### config.mk
export PLATFORM = sky130hd
export DESIGN_NAME = mouse_to_quad
export DESIGN_NICKNAME = d
export VERILOG_FILES = /design/src/rtl/mouse_to_quad.sv
export SDC_FILE = /design/constraint.sdc
export NUM_CORES = 1
export LEC_CHECK = 0
export ABC_CLOCK_PERIOD_IN_PS = 5200
export BUFFER_PORTS_ARGS = -buffer_cell sky130_fd_sc_hd__buf_2
export CORE_ASPECT_RATIO = 0.8
export CORE_MARGIN = 4
export CORE_UTILIZATION = 45
export DETAILED_ROUTE_END_ITERATION = 10
export HOLD_SLACK_MARGIN = 0.03
export PLACE_DENSITY = 0.77
export SYNTH_ARGS = -nofsm -noshare
export SYNTH_HDL_FRONTEND = slang
export SYNTH_SLANG_ARGS = --single-unit
### constraint.sdc
create_clock -name CLK -period 5.2 [get_ports CLK]
set_input_delay 1.04 -clock CLK [delete_from_list [all_inputs] [get_ports CLK]]
set_output_delay 1.04 -clock CLK [all_outputs]
set_load 0.01 [all_outputs]
### src/rtl/mouse_to_quad.sv
// Converts hps_io mouse X motion (plus digital left/right requests) into a
// rate-limited quadrature pair {A,B}, one step per divider tick at most.
module mouse_to_quad #(
  parameter int CLKDIV = 5500,
  parameter int ACC_W  = 10
) (
  input  logic                    CLK,
  input  logic                    Reset_n,
  input  logic [24:0]             ps2_mouse,
  input  logic                    left,
  input  logic                    right,
  output logic [1:0]              steer,
  output logic                    btn,
  output logic signed [ACC_W-1:0] acc_dbg
);

  localparam int SW        = ACC_W + 2;
  localparam int SAT_MAX_I = (1 << (ACC_W - 1)) - 1;
  localparam logic signed [SW-1:0] SAT_HI = SW'(SAT_MAX_I);
  localparam logic signed [SW-1:0] SAT_LO = -SAT_HI;
  localparam logic [15:0] DIV_LAST = 16'(CLKDIV - 1);

  // Gray-ordered phases: forward walks PH0->PH1->PH2->PH3->PH0.
  typedef enum logic [1:0] {
    PH0 = 2'b00,
    PH1 = 2'b01,
    PH2 = 2'b11,
    PH3 = 2'b10
  } phase_t;

  phase_t                  phase_q, phase_d;
  logic                    tog_q;
  logic                    btn_q;
  logic [15:0]             div_q;
  logic signed [ACC_W-1:0] acc_q, acc_d;

  logic                    accept;
  logic                    tick;
  logic signed [8:0]       delta;
  logic                    joy_r, joy_l;
  logic                    step_up, step_dn;
  logic signed [1:0]       consume;
  logic signed [SW-1:0]    delta_ext;
  logic signed [SW-1:0]    sum;

  logic unused_bits;
  assign unused_bits = ^{ps2_mouse[23:16], ps2_mouse[7:5], ps2_mouse[3:1]};

  assign accept = ps2_mouse[24] ^ tog_q;
  assign delta  = {ps2_mouse[4], ps2_mouse[15:8]};
  assign tick   = (div_q == DIV_LAST);
  assign joy_r  = right & ~left;
  assign joy_l  = left & ~right;

  // Joystick requests win over pending mouse motion and leave it untouched.
  always_comb begin
    step_up = 1'b0;
    step_dn = 1'b0;
    consume = 2'sd0;
    if (tick) begin
      if (joy_r) begin
        step_up = 1'b1;
      end else if (joy_l) begin
        step_dn = 1'b1;
      end else if (acc_q > 0) begin
        step_up = 1'b1;
        consume = 2'sd1;
      end else if (acc_q < 0) begin
        step_dn = 1'b1;
        consume = -2'sd1;
      end
    end
  end

  // A same-cycle packet and consuming step are both folded in here.
  always_comb begin
    delta_ext = accept ? SW'(delta) : '0;
    sum       = SW'(acc_q) + delta_ext - SW'(consume);
    if (sum > SAT_HI) begin
      acc_d = SAT_HI[ACC_W-1:0];
    end else if (sum < SAT_LO) begin
      acc_d = SAT_LO[ACC_W-1:0];
    end else begin
      acc_d = sum[ACC_W-1:0];
    end
  end

  always_ff @(posedge CLK) begin
    tog_q <= ps2_mouse[24];
    if (!Reset_n) begin
      btn_q <= 1'b0;
      div_q <= '0;
      acc_q <= '0;
    end else begin
      if (accept) btn_q <= ps2_mouse[0];
      div_q <= tick ? '0 : div_q + 16'd1;
      acc_q <= acc_d;
    end
  end

  always_ff @(posedge CLK) begin
    if (!Reset_n) phase_q <= PH0;
    else          phase_q <= phase_d;
  end

  always_comb begin
    phase_d = phase_q;
    if (step_up) begin
      case (phase_q)
        PH0:     phase_d = PH1;
        PH1:     phase_d = PH2;
        PH2:     phase_d = PH3;
        default: phase_d = PH0;
      endcase
    end else if (step_dn) begin
      case (phase_q)
        PH0:     phase_d = PH3;
        PH3:     phase_d = PH2;
        PH2:     phase_d = PH1;
        default: phase_d = PH0;
      endcase
    end
  end

  always_comb begin
    steer   = phase_q;
    btn     = btn_q;
    acc_dbg = acc_q;
  end

endmodule
==> flow_summary_export.csv, run 1 <==
group,metric,value,unit
run_status,status,"completed",
route,vias,2002,
layout,area_growth,13.7,%
placement,dpl-instance-area,2470,µm²
grt,grt_usage,0.179,
synth,yosys_register_bits,30,
job,maxCapViolCount,0,
clock_network,clk_pin_slew_worst_paths,0.07,ns
floorplan,num_rows,22,
power,p_leak,1.09,nW
grt,grt_remaining_overflow,0,
setup_path,path_cells,"or4_1 -> or4_1 -> nor3_1 -> nand2_1 -> clkinvlp_4 -> fa_1 -> inv_1 -> ha_1 -> a21o_1 -> a221oi_4 -> or4b_1 -> o311ai_0 -> nand2_1 -> a221oi_2",
grt,antenna_found_initial,0,
layout,diodes,0,
synth,synth.distinct_cells,58,
layout,postLayoutCoreUtil,0.547,
synth,synthFlopType,"dfxtp_1",
clock_network,htreeDepth,2,
setup_path,cp_max_fo,8,
timing,fmax,0.208,GHz
timing,fin_crit_sh,0.926,
grt,grt_max_degree,16,
clock_network,root_buffer,"clkbuf_8",
clock_network,cts_sinks,30,
timing,rsz0062_at_grt,"false",
worst_hold_path,min_path_type,"flip-flop to flip-flop",
timing,finalSetupViolCount,0,
timing,slew_headroom,0.617,
setup_path,critPathCaptureType,"flip-flop",
route,drt_iter0_markers,88,
grt,grt_pass1_wl,8.74,mm
power,p_total,1.85,mW
power,powerDensity,715,nW/µm²
layout,final_common_cell,"dfxtp_1",
placement,gp_congestion,0.857,
route,via_per_inst,5.58,
synth,postSynthCellCount,268,
clock_network,cts_buffers,5,
route,ant_nets,0,
setup_path,critPathMaxStageDelay,0.55,ns
setup_path,crit_buf_inv,2,
clock_network,clk_latency,0.29,ns
timing,report.final.slew_viol_count,0,
synth,synth_edf_count,0,
synth,async_flop_share,0,
floorplan,die_area,6270,µm²
timing,finalSetupTns,0,ns
layout,final_area,2590,µm²
setup_path,cp_slowest_cell,"or4_1",
timing,skew,0.00147,ns
setup_path,cp-start-kind,"flip-flop",
setup_path,arrival,5.02,ns
route,wl,5.17,mm
grt,first_global_vias,1804,
floorplan,die_h,71.6,µm
power,vdd_ir_drop_max,0.426,mV
floorplan,die_w,87.6,µm
timing,holdWs,0.486,ns
timing,finalHoldViolations,0,
route,dr.pass1.iters,4,
layout,fillers,454,
synth,seq_area_frac_synth,0.264,
clock_network,clockBufferDepth,2,
floorplan,start_util,0.481,
setup_path,path_class,"flip-flop to flip-flop",
synth,syn-cell-area,2280,µm²
synth,syn-num-nets,320,
setup_path,cp.required,5.40,ns
route,route.detailed.drc,0,
timing,tightest_slew,0.571,ns
placement,port_buffers,27,
floorplan,core_area,4730,µm²
layout,drive_gt1_frac,0.171,
layout,layout_common_cells,"30 x dfxtp_1, 27 x buf_2, 26 x nor2_1",
floorplan,io-pin-count,42,
placement,dp_hpwl,4.05,mm
setup_path,path_delay_family,"simple AND/OR/NAND/NOR gates",
synth,synth.avg_cell_area,8.50,µm²
route,post_drt_wl_per_cell,14.4,µm
clock_network,cts_tree,"yes",
timing,period_needed,4.81,ns
layout,nets,350,
synth,yosysWarnings,0,
==> worst paths after layout <==
check	start	endpoint	slack, ns	depth (start not counted)
hold reg to reg	div_q[0]$_SDFF_PP0_	div_q[0]$_SDFF_PP0_	0.49	1
setup / recovery	div_q[2]$_SDFF_PP0_	acc_dbg[8]$_SDFF_PN0_	0.39	14
setup reg to reg	div_q[2]$_SDFF_PP0_	acc_dbg[8]$_SDFF_PN0_	0.39	14
hold / removal	div_q[0]$_SDFF_PP0_	div_q[0]$_SDFF_PP0_	0.49	1
==> layout make-up <==
| cell class | instances | area [µm²] | share of cell area |
|---|---|---|---|
| clock buffer | 5 | 68.8 | 0.0266 |
| clock inverter | 3 | 40.0 | 0.0155 |
| inverter | 22 | 86.3 | 0.0333 |
| tap | 60 | 75.1 | 0.0290 |
| timing repair buffer | 31 | 165 | 0.0638 |
| multi-input combinational | 208 | 1550 | 0.600 |
| sequential | 30 | 601 | 0.232 |
==> state kept, by name (all words and copies together) (netlist names) <==
signal,cells
div_q,16
acc_dbg,10
btn,1
tog_q,1
steer,2
==> cell families (layout without fill, tap and decap cells) <==
| family | after synthesis | count (layout) | share of synthesized area |
|---|---|---|---|
| AOI/OAI and AO/OA | 56 | 56 | 0.187 |
| xor gates and xnor gates | 19 | 19 | 0.0730 |
| muxes | 1 | 1 | 0.00439 |
| and+or+nand+nor | 109 | 109 | 0.257 |
| DFF | 30 | 30 | 0.264 |
| buffers and inverters | 30 | 61 | 0.0555 |
| adders and majority gates | 23 | 23 | 0.159 |
==> repair_timing <==
item | CTS | global route
hold buffers | 0 | 0
endpoints found under the setup margin | 0 | 4
resized for setup | 0 | 2
buffers inserted | 0 | 0
==> power breakdown <==
| part | internal, mW | switching [mW] | leakage (nW) |
|---|---|---|---|
| combinational | 0.514 | 0.784 | 0.789 |
| clock | 0.141 | 0.0955 | 0.0579 |
| sequential | 0.279 | 0.0402 | 0.246 |
| total | 0.934 | 0.919 | 1.09 |
==> cells in the mapped netlist (all sizes together) (2+ instances only) <==
cell | number | area share
xnor2 | 9 | 0.035
or4 | 2 | 0.0066
a21o | 5 | 0.016
xor2 | 10 | 0.038
dfxtp | 30 | 0.26
a31oi | 2 | 0.0082
o211ai | 6 | 0.020
nor4 | 4 | 0.014
nand4 | 10 | 0.027
o22ai | 4 | 0.011
clkbuf | 3 | 0.0049
a221oi | 4 | 0.026
a21oi | 11 | 0.026
nor3 | 5 | 0.011
nor2b | 6 | 0.016
a311oi | 2 | 0.0077
fa | 10 | 0.088
o311a | 2 | 0.0088
ha | 13 | 0.071
nor3b | 3 | 0.0099
inv | 22 | 0.036
a22oi | 4 | 0.013
o21ai | 6 | 0.013
nor2 | 28 | 0.051
buf | 5 | 0.014
and3 | 5 | 0.014
and2 | 7 | 0.019
nand3 | 9 | 0.020
nand2 | 20 | 0.033
o21a | 2 | 0.0066
or3 | 3 | 0.0082
==> metrics by stage <==
| step | instances | worst slack, ns |
|---|---|---|
| final | 359 | 0.387 |
| after global routing | 359 | 0.0998 |
| after CTS | 359 | 0.264 |
| after detailed placement | 351 | 0.278 |
| after global placement | 351 | 0.361 |
| after floorplan | 268 | 0.647 |
==> metal layers <==
metal  up-vias  GRT usage  routed length, µm
li1       1024          -                  -
met1       913      0.274               2740
met2        59      0.237               1950
met3         6     0.0552                411
met4         0     0.0511                 70
met5         -          0                  0
Power figures use the tool's default switching activity.
==> run 2, diff against run 1 <==
Settings changed: SETUP_SLACK_MARGIN set to 0.5.
==> run 2 against run 1 <==
  * Worst setup slack better by 0.29 ns
  * Final area up 2.2%
  * Count of clock-buffer cells in the layout unchanged
  * Routed wire length up 3.6%
  * Die area unchanged
  * Sequential share of layout area down 0.46 points
  * Critical path type unchanged
  * Critical endpoint unchanged
==> flow_summary_export.csv, run 2 (synthesis gave the netlist of run 1 again) <==
group,metric,value,unit
timing,finalHoldViolations,0,
layout,drive_gt1_frac,0.202,
timing,period_needed,4.53,ns
floorplan,num_rows,22,
grt,grt_pass1_wl,8.76,mm
power,p_comb_frac,0.705,
power,p_switching,0.935,mW
route,route.detailed.drc,0,
placement,port_buffers,27,
job,maxCapViolCount,0,
clock_network,cts_buffers,5,
layout,top_register,"div_q",
route,wl,5.35,mm
placement,gp_congestion,0.857,
setup_path,cp-start-kind,"flip-flop",
grt,grt_usage,0.180,
route,ant_nets,0,
grt,use_met3,0.0552,
run_status,status,"completed",
route,drt_iter0_markers,121,
placement,dp_hpwl,4.05,mm
setup_path,cp_max_fo,8,
placement,dp.cells,351,
grt,first_global_vias,1804,
grt,grt_use_met1,0.275,
timing,finalSetupViolCount,0,
grt,grt_max_degree,16,
timing,rsz0062_at_grt,"false",
timing,slew_headroom,0.618,
setup_path,path_delay_family,"simple AND/OR/NAND/NOR gates",
clock_network,clk_pin_slew_worst_paths,0.07,ns
layout,largest_register_ffs,16,
clock_network,cts_sinks,30,
clock_network,htreeDepth,2,
power,p_seq_frac,0.169,
floorplan,core_area,4730,µm²
grt,antenna_found_initial,0,
timing,fmax,0.221,GHz
timing,finalSetupTns,0,ns
timing,report.final.slew_viol_count,0,
clock_network,clk_latency,0.29,ns
route,vias,2052,
power,p_leak,1.12,nW
layout,final_common_cell,"dfxtp_1",
timing,skew,0.00348,ns
setup_path,critPathCaptureType,"flip-flop",
setup_path,arrival,4.74,ns
power,intPower,0.951,mW
timing,tightest_slew,0.570,ns
layout,diodes,0,
power,powerDensity,712,nW/µm²
clock_network,cts_tree,"yes",
setup_path,path_cells,"or4_1 -> or4_4 -> nor3_4 -> nand2_2 -> clkinvlp_4 -> buf_4 -> fa_1 -> inv_1 -> ha_1 -> a21o_1 -> a221oi_4 -> or4b_4 -> o311ai_0 -> nand2_1 -> a221oi_2",
clock_network,cts_hold_buf,0,
clock_network,root_buffer,"clkbuf_8",
setup_path,critPathMaxStageDelay,0.55,ns
floorplan,io-pin-count,42,
setup_path,cp_slowest_cell,"or4_4",
power,p_clk_frac,0.126,
grt,gr-max-usage-layer,"met1",
setup_path,cp.required,5.41,ns
layout,fillers,445,
route,dr.pass1.iters,4,
floorplan,die_h,71.6,µm
worst_hold_path,min_path_type,"flip-flop to flip-flop",
floorplan,die_w,87.6,µm
power,swShare,0.496,
grt,grt_util_met2,0.237,
route,post_drt_wl_per_cell,14.8,µm
timing,fin_crit_sh,0.871,
floorplan,start_util,0.481,
layout,final-instance-count-excl-fill,362,
clock_network,clockBufferDepth,2,
layout,nets,353,
route,via_per_inst,5.67,
layout,layout_common_cells,"29 x dfxtp_1, 27 x buf_2, 26 x nor2_1",
setup_path,path_class,"flip-flop to flip-flop",
layout,area_growth,16.2,%
power,vdd_ir_drop_max,0.445,mV
setup_path,crit_buf_inv,3,
grt,grt_remaining_overflow,0,
floorplan,die_area,6270,µm²
## run 2: final timing paths
| check | from | cells past startpoint | to | slack [ns] |
|---|---|---|---|---|
| setup / recovery | div_q[2]$_SDFF_PP0_ | 15 | acc_dbg[8]$_SDFF_PN0_ | 0.67 |
| setup reg to reg | div_q[2]$_SDFF_PP0_ | 15 | acc_dbg[8]$_SDFF_PN0_ | 0.67 |
| hold / removal | div_q[0]$_SDFF_PP0_ | 1 | div_q[0]$_SDFF_PP0_ | 0.49 |
| hold reg to reg | div_q[0]$_SDFF_PP0_ | 1 | div_q[0]$_SDFF_PP0_ | 0.49 |
## run 2: power groups by stage
| stage | combinational [mW] | sequential (mW) | clock (mW) |
|---|---|---|---|
| after global routing | 1.47 | 0.326 | 0.254 |
| after CTS | 1.28 | 0.319 | 0.242 |
| final | 1.33 | 0.319 | 0.237 |
| after floorplan | 0.977 | 0.333 | 0 |
| after detailed placement | 1.26 | 0.324 | 0 |
| after global placement | 1.24 | 0.323 | 0 |
## run 2: layout make-up
class,instances,area [µm²],share of cell area
Multi-Input combinational cell,208,1590,0.600
Sequential cell,30,602,0.227
Clock buffer,5,68.8,0.0260
Inverter,22,86.3,0.0326
Tap cell,60,75.1,0.0284
Clock inverter,3,40.0,0.0151
Timing Repair Buffer,34,188,0.0709
## run 2: what timing repair did
item                       CTS  global route
setup endpoints to repair    9             9
resized for setup            3             8
pin swaps                    1             3
buffers inserted             0             3
## run 2: per-stage QoR
stage / hold WS (ns) / total power, mW / area [µm²] / util / setup slack, ns
global route: 0.497 / 2.05 / 2650 / 0.559 / 0.473
floorplan: 0.418 / 1.31 / 2280 / - / 0.647
detailed placement: 0.467 / 1.59 / 2470 / 0.523 / 0.278
CTS: 0.479 / 1.84 / 2590 / 0.548 / 0.503
finish: 0.487 / 1.89 / 2650 / 0.559 / 0.672
global placement: 0.427 / 1.57 / 2470 / 0.523 / 0.361
## run 2: routing by layer
metal	up-vias	part of all wire
met4	0	0.0084
met1	937	0.50
met2	77	0.39
li1	1031	-
met5	-	0
met3	7	0.095
